===== src/rtl/elink_stub_pkg.sv =====
// Shared types and codes for the eLink loopback stub.
package elink_stub_pkg;

    typedef logic [1:0] pkt_t;

    localparam logic [1:0] CH_WR    = 2'b01;
    localparam logic [1:0] CH_RD    = 2'b10;
    localparam logic [1:0] CH_RR    = 2'b11;
    localparam pkt_t       PKT_MBOX = 2'b11;

    function automatic logic [7:0] link_word(input logic [1:0] chan, input pkt_t pkt);
        return {4'b0000, chan, pkt};
    endfunction

endpackage


===== src/rtl/elink_stub_chan.sv =====
// One loopback channel: single-entry receive register with valid/wait handshake.
module elink_stub_chan
    import elink_stub_pkg::*;
(
    input  logic clk,
    input  logic rst_b,
    input  logic tx_access,
    input  pkt_t tx_packet,
    input  logic rwait,
    input  logic stall,
    input  logic fwd,
    output logic tx_wait,
    output logic xfer,
    output logic rx_access,
    output pkt_t rx_packet,
    input  logic rx_wait
);

    assign tx_wait = (rx_access & rx_wait) | rwait | stall;
    assign xfer    = tx_access & ~tx_wait;

    // A non-forwarded transfer (mailbox push) behaves like an idle cycle for the register.
    always_ff @(posedge clk) begin
        if (!rst_b) begin
            rx_access <= 1'b0;
            rx_packet <= '0;
        end else if (xfer && fwd) begin
            rx_access <= 1'b1;
            rx_packet <= tx_packet;
        end else if (rx_access && !rx_wait) begin
            rx_access <= 1'b0;
        end
    end

endmodule


===== src/rtl/elink_stub.sv =====
// eLink behavioural stand-in: channel loopback, link pin patterns, optional mailbox
// (mailbox enabled by defining ELINK_STUB_MAILBOX_EN).
module elink_stub
    import elink_stub_pkg::*;
#(
    parameter logic [3:0] ROWID      = 4'h8,
    parameter logic [3:0] COLID      = 4'h8,
    parameter int         MBOX_DEPTH = 4
) (
    input  logic       clkin,
    input  logic       hard_resetb,
    input  logic       txwr_access,
    input  pkt_t       txwr_packet,
    output logic       txwr_wait,
    input  logic       txrd_access,
    input  pkt_t       txrd_packet,
    output logic       txrd_wait,
    input  logic       txrr_access,
    input  pkt_t       txrr_packet,
    output logic       txrr_wait,
    output logic       rxwr_access,
    output pkt_t       rxwr_packet,
    input  logic       rxwr_wait,
    output logic       rxrd_access,
    output pkt_t       rxrd_packet,
    input  logic       rxrd_wait,
    output logic       rxrr_access,
    output pkt_t       rxrr_packet,
    input  logic       rxrr_wait,
    input  logic       txwr_clk,
    input  logic       txrd_clk,
    input  logic       txrr_clk,
    input  logic       rxwr_clk,
    input  logic       rxrd_clk,
    input  logic       rxrr_clk,
    input  logic       txi_wr_wait_p,
    input  logic       txi_wr_wait_n,
    input  logic       txi_rd_wait_p,
    input  logic       txi_rd_wait_n,
    input  logic       rxi_lclk_p,
    input  logic       rxi_lclk_n,
    input  logic       rxi_frame_p,
    input  logic       rxi_frame_n,
    input  logic [7:0] rxi_data_p,
    input  logic [7:0] rxi_data_n,
    output logic       txo_lclk_p,
    output logic       txo_lclk_n,
    output logic       txo_frame_p,
    output logic       txo_frame_n,
    output logic [7:0] txo_data_p,
    output logic [7:0] txo_data_n,
    output logic       rxo_wr_wait_p,
    output logic       rxo_wr_wait_n,
    output logic       rxo_rd_wait_p,
    output logic       rxo_rd_wait_n,
    output logic       cclk_p,
    output logic       cclk_n,
    output logic       chip_resetb,
    output logic [3:0] rowid,
    output logic [3:0] colid,
    input  logic [2:0] clkbypass,
    output logic       mailbox_not_empty,
    output logic       mailbox_full
);

    logic rwait_wr, rwait_rd;
    logic wr_xfer, rd_xfer, rr_xfer;
    logic wr_stall, wr_fwd;
    logic frame_q, lclk_q, chip_resetb_q;
    logic [7:0] data_q;

    assign rwait_wr = txi_wr_wait_p & ~txi_wr_wait_n;
    assign rwait_rd = txi_rd_wait_p & ~txi_rd_wait_n;

`ifdef ELINK_STUB_MAILBOX_EN
    localparam logic [3:0] DEPTH = 4'(MBOX_DEPTH);
    logic [3:0] mbox_count;
    logic       push, pop;

    assign mailbox_full      = (mbox_count == DEPTH);
    assign mailbox_not_empty = (mbox_count != 4'd0);
    assign wr_stall          = txwr_access & (txwr_packet == PKT_MBOX) & mailbox_full;
    assign wr_fwd            = (txwr_packet != PKT_MBOX);
    assign push              = wr_xfer & (txwr_packet == PKT_MBOX);
    assign pop               = rd_xfer & (txrd_packet == PKT_MBOX) & mailbox_not_empty;

    always_ff @(posedge clkin) begin
        if (!hard_resetb) begin
            mbox_count <= 4'd0;
        end else if (push && !pop) begin
            mbox_count <= mbox_count + 4'd1;
        end else if (pop && !push) begin
            mbox_count <= mbox_count - 4'd1;
        end
    end
`else
    assign mailbox_full      = 1'b0;
    assign mailbox_not_empty = 1'b0;
    assign wr_stall          = 1'b0;
    assign wr_fwd            = 1'b1;
`endif

    elink_stub_chan u_wr (
        .clk(clkin), .rst_b(hard_resetb),
        .tx_access(txwr_access), .tx_packet(txwr_packet), .rwait(rwait_wr),
        .stall(wr_stall), .fwd(wr_fwd), .tx_wait(txwr_wait), .xfer(wr_xfer),
        .rx_access(rxwr_access), .rx_packet(rxwr_packet), .rx_wait(rxwr_wait)
    );

    elink_stub_chan u_rd (
        .clk(clkin), .rst_b(hard_resetb),
        .tx_access(txrd_access), .tx_packet(txrd_packet), .rwait(rwait_rd),
        .stall(1'b0), .fwd(1'b1), .tx_wait(txrd_wait), .xfer(rd_xfer),
        .rx_access(rxrd_access), .rx_packet(rxrd_packet), .rx_wait(rxrd_wait)
    );

    elink_stub_chan u_rr (
        .clk(clkin), .rst_b(hard_resetb),
        .tx_access(txrr_access), .tx_packet(txrr_packet), .rwait(rwait_rd),
        .stall(1'b0), .fwd(1'b1), .tx_wait(txrr_wait), .xfer(rr_xfer),
        .rx_access(rxrr_access), .rx_packet(rxrr_packet), .rx_wait(rxrr_wait)
    );

    // Frame word carries the highest-priority channel that transferred (wr > rd > rr).
    always_ff @(posedge clkin) begin
        if (!hard_resetb) begin
            frame_q <= 1'b0;
            data_q  <= 8'h00;
            lclk_q  <= 1'b0;
        end else begin
            lclk_q  <= ~lclk_q;
            frame_q <= wr_xfer | rd_xfer | rr_xfer;
            if (wr_xfer) begin
                data_q <= link_word(CH_WR, txwr_packet);
            end else if (rd_xfer) begin
                data_q <= link_word(CH_RD, txrd_packet);
            end else if (rr_xfer) begin
                data_q <= link_word(CH_RR, txrr_packet);
            end
        end
    end

    always_ff @(posedge clkin) begin
        chip_resetb_q <= hard_resetb;
    end

    assign txo_frame_p   = frame_q;
    assign txo_frame_n   = ~frame_q;
    assign txo_data_p    = data_q;
    assign txo_data_n    = ~data_q;
    assign txo_lclk_p    = lclk_q;
    assign txo_lclk_n    = ~lclk_q;
    assign cclk_p        = lclk_q;
    assign cclk_n        = ~lclk_q;
    assign rxo_wr_wait_p = mailbox_full;
    assign rxo_wr_wait_n = ~mailbox_full;
    assign rxo_rd_wait_p = 1'b0;
    assign rxo_rd_wait_n = 1'b1;
    assign chip_resetb   = chip_resetb_q;
    assign rowid         = ROWID;
    assign colid         = COLID;

    logic unused_inputs;
    assign unused_inputs = ^{txwr_clk, txrd_clk, txrr_clk, rxwr_clk, rxrd_clk, rxrr_clk,
                             rxi_lclk_p, rxi_lclk_n, rxi_frame_p, rxi_frame_n,
                             rxi_data_p, rxi_data_n, clkbypass};

endmodule


===== config.mk =====
export PLATFORM = sky130hd
export DESIGN_NAME = elink_stub
export DESIGN_NICKNAME = d
export VERILOG_FILES = /design/src/rtl/elink_stub_pkg.sv /design/src/rtl/elink_stub_chan.sv /design/src/rtl/elink_stub.sv
export SDC_FILE = /design/constraint.sdc
export NUM_CORES = 1
export LEC_CHECK = 0
export ABC_AREA = 0
export CORE_ASPECT_RATIO = 0.75
export CORE_UTILIZATION = 27
export DETAILED_ROUTE_END_ITERATION = 12
export PLACE_DENSITY = 0.77
export RECOVER_POWER = 25
export SETUP_SLACK_MARGIN = 0.15
export SYNTH_ARGS = -nofsm -noshare
export SYNTH_HDL_FRONTEND = slang
export SYNTH_SLANG_ARGS = --single-unit

===== constraint.sdc =====
create_clock -name clkin -period 1.5 [get_ports clkin]
set_input_delay 0.225 -clock clkin [delete_from_list [all_inputs] [get_ports clkin]]
set_output_delay 0.225 -clock clkin [all_outputs]
set_load 0.02 [all_outputs]

==> impl_metrics.prom, run 1 <==
# TYPE chip_impl_metric gauge
chip_impl_info{name="run_status",value="finished, final reports clean"} 1
chip_impl_metric{name="sequential_cell_area_fraction_in_the_yosys_report",unit="%"} 37.54
chip_impl_metric{name="clkLatencyLatePin",unit="ns"} 0.25
chip_impl_metric{name="grt_pass1_vias",unit=""} 740
chip_impl_metric{name="grt_first_pass_wirelength",unit="um"} 3132
chip_impl_metric{name="utilization_after_layout",unit="%"} 46.43
chip_impl_metric{name="grt_antenna_before_repair",unit=""} 0
chip_impl_info{name="cts.root.buffer_cell",value="clkbuf_8"} 1
chip_impl_metric{name="path_clk_slew",unit="ns"} 0.06
chip_impl_metric{name="drc",unit=""} 0
chip_impl_metric{name="route.met3.wl",unit="um"} 155
chip_impl_info{name="synth.largest_area_cell",value="dfxtp_1"} 1
chip_impl_metric{name="whs",unit="ns"} 0.3683
chip_impl_metric{name="syn_inst",unit=""} 108
chip_impl_metric{name="clockPowerShare",unit="%"} 30.5
chip_impl_metric{name="cp.arrival",unit="ns"} 1.47
chip_impl_metric{name="cts-htree-levels",unit=""} 1
chip_impl_metric{name="sw_frac_of_total",unit="%"} 31.00
chip_impl_metric{name="total_clock_buffers_created_by_cts",unit=""} 3
chip_impl_metric{name="combinational_power_share",unit="%"} 30.8
chip_impl_metric{name="powerDensity",unit="mW/mm^2"} 884.2
chip_impl_metric{name="required_arrival_time_at_the_worst_endpoint",unit="ns"} 1.66
chip_impl_metric{name="wirelength_met1",unit="um"} 829
chip_impl_metric{name="fin_worst_skew",unit="ns"} 0.001069
chip_impl_metric{name="max_cap_viol_count",unit=""} 0
chip_impl_metric{name="layout-drive-gt1-share",unit="%"} 20.50
chip_impl_metric{name="syn_avg_cell_area",unit="sq um"} 7.901
chip_impl_info{name="worst_setup_path_end_kind",value="flip-flop"} 1
chip_impl_metric{name="layout_setup_ws",unit="ns"} 0.1954
chip_impl_metric{name="dp_worst_setup_slack",unit="ns"} -0.2373
chip_impl_info{name="cts_tree",value="done"} 1
chip_impl_metric{name="cellLeakagePower",unit="nW"} 0.7120
chip_impl_metric{name="power.ir.vdd_worst",unit="mV"} 0.3413
chip_impl_metric{name="dp_hpwl",unit="um"} 1537
chip_impl_info{name="grt_setup_unrepaired",value="false"} 1
chip_impl_metric{name="critical_path_maximum_fanout",unit=""} 5
chip_impl_metric{name="setup_viol_count_final",unit=""} 0
chip_impl_metric{name="port_buffers",unit=""} 44
chip_impl_metric{name="dr_wl_met2",unit="um"} 969
chip_impl_metric{name="netlist-cell-type-count",unit=""} 23
chip_impl_info{name="critical_path_class",value="input port to flip-flop"} 1
chip_impl_metric{name="vias",unit=""} 796
chip_impl_info{name="synth_commonest_cells",value="buf_4, nand2_1, dfxtp_1, a21oi_1, inv_1"} 1
chip_impl_metric{name="avgViaCountPerCell",unit=""} 4.000
chip_impl_metric{name="floorplan.die.width",unit="um"} 66.92
chip_impl_info{name="hold_path.class",value="input port to flip-flop"} 1
chip_impl_metric{name="layout_min_cycle_time",unit="ns"} 1.305
chip_impl_metric{name="dr.pass1.iters",unit=""} 4
chip_impl_metric{name="wl_per_cell",unit="um"} 10.04
chip_impl_info{name="netlist_top_cells_area",value="dfxtp_1, buf_4, nand2_1"} 1
chip_impl_info{name="synth_most_common_cell",value="buf_4"} 1
chip_impl_metric{name="clock_sinks",unit=""} 16
chip_impl_metric{name="power_report.internal_total",unit="mW"} 0.8435
chip_impl_info{name="synthFlopType",value="dfxtp_1"} 1
chip_impl_metric{name="slew_limit_fails",unit=""} 0
chip_impl_metric{name="num_io_pins",unit=""} 96
chip_impl_metric{name="max_stage_delay",unit="ns"} 0.51
chip_impl_metric{name="grt_max_degree",unit=""} 14
chip_impl_metric{name="rows",unit=""} 17
chip_impl_metric{name="floorplan.die_area",unit="sq mm"} 0.003392
chip_impl_metric{name="die-height",unit="um"} 50.69
chip_impl_info{name="path_delay_family",value="simple AND/OR/NAND/NOR gates"} 1
chip_impl_info{name="worst_path_max_delay_cell",value="or4_4"} 1
chip_impl_metric{name="drt-initial-drc-count",unit=""} 17
chip_impl_metric{name="synth_warnings",unit=""} 0
chip_impl_metric{name="mappedNetlistArea",unit="sq um"} 853.3
chip_impl_metric{name="netlist.area_leader.share",unit="%"} 37.54
chip_impl_metric{name="switching_power",unit="mW"} 0.3790
chip_impl_metric{name="maxClockFrequency",unit="GHz"} 0.7665
chip_impl_metric{name="power_frac_seq",unit="%"} 38.8
chip_impl_metric{name="drt-total-wl",unit="um"} 1998
chip_impl_metric{name="start_util",unit="%"} 28.66
chip_impl_info{name="dr.max_layer_used",value="met4"} 1
chip_impl_info{name="critical_path.startpoint_type",value="input port"} 1
chip_impl_metric{name="cp.buffers_inverters",unit=""} 2
chip_impl_metric{name="finalHoldViolations",unit=""} 0
chip_impl_metric{name="final_net_count",unit=""} 209
chip_impl_metric{name="synth_seq_cells",unit=""} 16
chip_impl_metric{name="antenna_cells",unit=""} 0
chip_impl_metric{name="total_global_route_track_usage",unit="%"} 12.47
chip_impl_metric{name="layout_worst_path_cycle_share",unit="%"} 86.97
chip_impl_metric{name="synth_edf_count",unit=""} 0
chip_impl_metric{name="grt_remaining_overflow",unit=""} 0
chip_impl_metric{name="gp_congestion",unit=""} 0.7747
chip_impl_metric{name="ant_nets",unit=""} 0
chip_impl_info{name="cp_cell_sequence",value="dlygate4sd2_1, nand2b_4, buf_6, and3_4, or4_4, o31ai_2"} 1
chip_impl_metric{name="syn2layout_area_growth",unit="%"} 62.02
chip_impl_metric{name="placeableCoreArea",unit="sq mm"} 0.002978
chip_impl_metric{name="ctsHoldBuffers",unit=""} 0
chip_impl_metric{name="cts-root-to-sink-buffers",unit=""} 2
chip_impl_metric{name="synth-async-reset-ratio",unit="%"} 0
-- final timing paths --
path	from	endpoint	slack [ns]	depth (start not counted)
worst max-delay path	txi_rd_wait_n	txo_data_p[1]$_SDFFE_PN0P_	0.20	6
worst min-delay path	rxwr_wait	u_wr.rx_access$_SDFFE_PN0P_	0.37	4
worst max register to register	u_rd.rx_access$_SDFFE_PN0P_	txo_data_p[1]$_SDFFE_PN0P_	0.24	4
worst min register to register	cclk_p$_SDFF_PN0_	cclk_p$_SDFF_PN0_	0.45	1
-- per-stage QoR --
step | std cells | setup TNS (ns) | cell area (sq um) | power [mW]
after floorplan | 128 | 0 | 948.4 | 0.7375
after global placement | 191 | -1.104 | 1292 | 0.8749
after detailed placement | 191 | -1.250 | 1292 | 0.8795
after CTS | 199 | 0 | 1364 | 1.229
after global routing | 199 | 0 | 1383 | 1.288
final | 199 | 0 | 1383 | 1.223
-- cell families after synthesis --
kind of cell,after synthesis,synth area share (%)
flops,16,37.54
other cells,2,0.8801
simple gates,33,19.36
compound gates,20,13.64
buf+inv,37,28.59
-- cells in the final DEF, fill, tap and decap left out, drive strengths merged --
cell type       n
dlygate4sd2    29
conb           22
nand2          20
dfxtp          16
buf            13
a21oi          10
inv             9
clkdlybuf4s50   9
clkbuf          5
and3            3
nand3           3
o21ai           3
dlymetal6s2s    3
nand2b          2
nor2            2
a31oi           2
a211oi          2
or4             2
o31ai           2
nor3            1
a311oi          1
dlygate4sd3     1
clkdlybuf4s15   1
-- metal layers --
| layer | track usage, % | vias up |
|---|---|---|
| met1 | 13.98 | 349 |
| met5 | 0 | - |
| met4 | 6.383 | 0 |
| met3 | 4.545 | 4 |
| met2 | 20.54 | 31 |
| li1 | - | 412 |
-- power groups by stage --
stage | Sequential, mW | Combinational (mW) | Clock (mW)
2_1_floorplan | 0.522 | 0.215 | 0
3_3_place_gp | 0.483 | 0.392 | 0
5_1_grt | 0.478 | 0.409 | 0.401
4_1_cts | 0.474 | 0.372 | 0.383
6_report | 0.474 | 0.376 | 0.373
3_5_place_dp | 0.485 | 0.395 | 0
-- final cells by class --
| type | count | area (sq um) |
|---|---|---|
| Fill cell | 307 | 1595 |
| Timing Repair Buffer | 57 | 505.5 |
| Multi-Input combinational cell | 75 | 409.1 |
| Sequential cell | 16 | 331.6 |
| Clock buffer | 4 | 55.05 |
| Tap cell | 38 | 47.55 |
| Inverter | 9 | 33.78 |
-- tightest hold or removal path, cell delays in order --
cell and delay (ns):
dlymetal6s2s_1 0.13, nand2_2 0.07, buf_4 0.11, a21oi_1 0.05
-- registers in the layout, summed over array words and instances (netlist names) --
| signal | count |
|---|---|
| u_rd.rx_packet | 2 |
| txo_frame_p | 1 |
| u_wr.rx_packet | 2 |
| cclk_p | 1 |
| u_rd.rx_access | 1 |
| u_rr.rx_packet | 2 |
| txo_data_p | 4 |
| chip_resetb | 1 |
| u_rr.rx_access | 1 |
| u_wr.rx_access | 1 |
-- what timing repair did --
| item | in CTS | in global routing |
|---|---|---|
| gates resized for setup | 41 | 8 |
| pin swaps | 4 | 4 |
| endpoints found under the setup margin | 30 | 3 |
| gates cloned | 0 | 0 |
| setup buffers | 4 | 0 |
Note: power is estimated with default switching activity, not from simulation.
==> run 2, diff against run 1 <==
- CORE_UTILIZATION: 27 -> 28
- REMOVE_ABC_BUFFERS: default -> 1
- SYNTH_HIERARCHICAL: default -> 1
==> impl_metrics.prom, run 2 <==
# TYPE chip_impl_metric gauge
chip_impl_info{name="run_status",value="finished, final reports clean"} 1
chip_impl_metric{name="dr.pass1.iters",unit=""} 4
chip_impl_metric{name="layout_worst_path_cycle_share",unit="%"} 88.63
chip_impl_metric{name="clockPowerShare",unit="%"} 32.5
chip_impl_metric{name="ant_nets",unit=""} 0
chip_impl_info{name="synth_most_common_cell",value="buf_4"} 1
chip_impl_info{name="synth.largest_area_cell",value="dfxtp_1"} 1
chip_impl_metric{name="floorplan.die.width",unit="um"} 68.27
chip_impl_metric{name="vias",unit=""} 796
chip_impl_info{name="layout.cells.most_common_list",value="dlygate4sd2_1, conb_1, dfxtp_1"} 1
chip_impl_metric{name="utilization_after_layout",unit="%"} 47.14
chip_impl_metric{name="largest_reg_flops",unit=""} 4
chip_impl_metric{name="start_util",unit="%"} 30.32
chip_impl_metric{name="powerDensity",unit="mW/mm^2"} 814.8
chip_impl_metric{name="cts-htree-levels",unit=""} 1
chip_impl_metric{name="grt_pass1_vias",unit=""} 777
chip_impl_metric{name="netlist-cell-type-count",unit=""} 19
chip_impl_metric{name="layout-drive-gt1-share",unit="%"} 19.88
chip_impl_metric{name="placeableCoreArea",unit="sq mm"} 0.003042
chip_impl_metric{name="avgViaCountPerCell",unit=""} 4.000
chip_impl_metric{name="required_arrival_time_at_the_worst_endpoint",unit="ns"} 1.67
chip_impl_metric{name="setup_viol_count_final",unit=""} 0
chip_impl_metric{name="total_clock_buffers_created_by_cts",unit=""} 3
chip_impl_metric{name="slew_limit_fails",unit=""} 0
chip_impl_metric{name="sequential_cell_area_fraction_in_the_yosys_report",unit="%"} 34.74
chip_impl_metric{name="power_report.internal_total",unit="mW"} 0.8193
chip_impl_metric{name="wl_per_cell",unit="um"} 10.77
chip_impl_metric{name="fin_worst_skew",unit="ns"} 0.002397
chip_impl_info{name="critical_path.startpoint_type",value="flip-flop"} 1
chip_impl_metric{name="synth-async-reset-ratio",unit="%"} 0
chip_impl_metric{name="cellLeakagePower",unit="nW"} 0.6915
chip_impl_metric{name="power_frac_seq",unit="%"} 39.6
chip_impl_info{name="grt_setup_unrepaired",value="true"} 1
chip_impl_metric{name="final_net_count",unit=""} 209
chip_impl_metric{name="synth_edf_count",unit=""} 0
chip_impl_metric{name="ctsHoldBuffers",unit=""} 0
chip_impl_metric{name="syn_avg_cell_area",unit="sq um"} 9.041
chip_impl_metric{name="drt-initial-drc-count",unit=""} 9
chip_impl_metric{name="syn2layout_area_growth",unit="%"} 55.50
chip_impl_metric{name="drt-total-wl",unit="um"} 2143
chip_impl_info{name="cts.root.buffer_cell",value="clkbuf_8"} 1
chip_impl_metric{name="finalHoldViolations",unit=""} 0
chip_impl_metric{name="cts-root-to-sink-buffers",unit=""} 2
chip_impl_metric{name="syn_inst",unit=""} 102
chip_impl_metric{name="cp.arrival",unit="ns"} 1.49
chip_impl_metric{name="grt_max_degree",unit=""} 13
chip_impl_metric{name="max_cap_viol_count",unit=""} 0
chip_impl_metric{name="die-height",unit="um"} 51.70
chip_impl_metric{name="synth_warnings",unit=""} 6
chip_impl_info{name="synth_commonest_cells",value="buf_4, dfxtp_1, nand2_1, inv_1, mux2i_1"} 1
chip_impl_metric{name="power.ir.vdd_worst",unit="mV"} 0.5949
chip_impl_metric{name="synth_seq_cells",unit=""} 16
chip_impl_metric{name="mappedNetlistArea",unit="sq um"} 922.1
chip_impl_metric{name="gp_congestion",unit=""} 0.6935
chip_impl_metric{name="grt_antenna_before_repair",unit=""} 0
chip_impl_metric{name="whs",unit="ns"} 0.4586
chip_impl_metric{name="clock_sinks",unit=""} 16
chip_impl_metric{name="path_clk_slew",unit="ns"} 0.06
chip_impl_metric{name="combinational_power_share",unit="%"} 27.9
chip_impl_info{name="netlist_top_cells_area",value="dfxtp_1, buf_4, mux2i_1"} 1
chip_impl_metric{name="switching_power",unit="mW"} 0.3491
chip_impl_info{name="critical_path_class",value="flip-flop to flip-flop"} 1
chip_impl_info{name="mostFrequentLayoutCell",value="dlygate4sd2_1"} 1
chip_impl_metric{name="layout_min_cycle_time",unit="ns"} 1.329
chip_impl_metric{name="port_buffers",unit=""} 44
chip_impl_metric{name="critical_path_maximum_fanout",unit=""} 3
chip_impl_metric{name="sw_frac_of_total",unit="%"} 29.88
chip_impl_info{name="worst_setup_path_end_kind",value="flip-flop"} 1
chip_impl_metric{name="dp_hpwl",unit="um"} 1723
chip_impl_info{name="hold_path.class",value="flip-flop to flip-flop"} 1
chip_impl_metric{name="clkLatencyLatePin",unit="ns"} 0.25
chip_impl_info{name="synthFlopType",value="dfxtp_1"} 1
chip_impl_metric{name="netlist.area_leader.share",unit="%"} 34.74
chip_impl_metric{name="floorplan.die_area",unit="sq mm"} 0.003529
chip_impl_metric{name="num_io_pins",unit=""} 96
chip_impl_info{name="cts_tree",value="done"} 1
chip_impl_metric{name="grt_first_pass_wirelength",unit="um"} 3277
chip_impl_metric{name="maxClockFrequency",unit="GHz"} 0.7522
chip_impl_metric{name="antenna_cells",unit=""} 0
chip_impl_metric{name="rows",unit=""} 17
chip_impl_metric{name="grt_remaining_overflow",unit=""} 0
chip_impl_metric{name="drc",unit=""} 0
chip_impl_metric{name="total_global_route_track_usage",unit="%"} 12.63
[run 2: metrics by stage]
step           std cells  setup slack, ns  total power, mW  instance area (sq um)  setup TNS, ns
5_1_grt              199           0.1112            1.233                   1434              0
3_5_place_dp         193          -0.4213           0.8192                   1380         -3.324
4_1_cts              198           0.1583            1.180                   1423              0
6_report             199           0.1706            1.168                   1434              0
3_3_place_gp         193          -0.3384           0.8120                   1380         -2.298
2_1_floorplan        103          0.09192           0.6436                  832.0              0
[run 2: cell families after synthesis]
group	share of synthesized area [%]
buffers and inverters	24.02
multiplexers	8.684
AND/OR/NAND/NOR	20.76
other	0.8144
flip-flops	34.74
AO/OA/AOI/OAI	10.99
[run 2: worst max-delay path, stage by stage, from the launching register on]
cell and delay (ns):
dfxtp_1 0.40, a211oi_4 0.09, and2_4 0.17, or3b_1 0.39, o211ai_1 0.20
[run 2: final cells by class]
cell class / instances / area, sq um
fillers: 312 / 1608
flip-flops and latches: 16 / 322.8
repair buffers: 54 / 470.5
clock buffers: 4 / 55.05
multi-input cells: 78 / 504.2
well taps: 38 / 47.55
inverters: 9 / 33.78
[run 2: routing by layer]
metal | share of wire (%) | wire length, um | track usage (%) | vias to the layer above
met4 | 0 | 0 | 2.778 | 0
met2 | 48 | 1039 | 21.57 | 37
met5 | 0 | 0 | 0 | -
met3 | 7.5 | 161 | 5.482 | 0
met1 | 44 | 943 | 14.40 | 359
li1 | - | - | - | 400
[run 2: repair_timing]
item,CTS,global route
endpoints found under the setup margin,34,5
resized for setup,54,5
setup buffers,1,1
pin swaps,6,3
[run 2: path summary, 6_finish.rpt]
| path | end | startpoint | depth (start not counted) | slack [ns] |
|---|---|---|---|---|
| hold reg to reg | u_rd/rx_packet[1]$_SDFFE_PN0P_ | u_rd/rx_packet[1]$_SDFFE_PN0P_ | 2 | 0.46 |
| setup reg to reg | txo_data_p[0]$_SDFFE_PN0P_ | u_wr/rx_access$_SDFFE_PN0P_ | 4 | 0.17 |
| hold / removal | u_rd/rx_packet[1]$_SDFFE_PN0P_ | u_rd/rx_packet[1]$_SDFFE_PN0P_ | 2 | 0.46 |
| setup / recovery | txo_data_p[0]$_SDFFE_PN0P_ | u_wr/rx_access$_SDFFE_PN0P_ | 4 | 0.17 |
[run 2: power groups by stage]
| stage | clock [mW] | sequential [mW] | combinational [mW] |
|---|---|---|---|
| final | 0.379 | 0.463 | 0.327 |
| after global placement | 0 | 0.472 | 0.340 |
| after floorplan | 0 | 0.501 | 0.143 |
| after detailed placement | 0 | 0.473 | 0.347 |
| after global routing | 0.416 | 0.465 | 0.352 |
| after CTS | 0.395 | 0.462 | 0.323 |
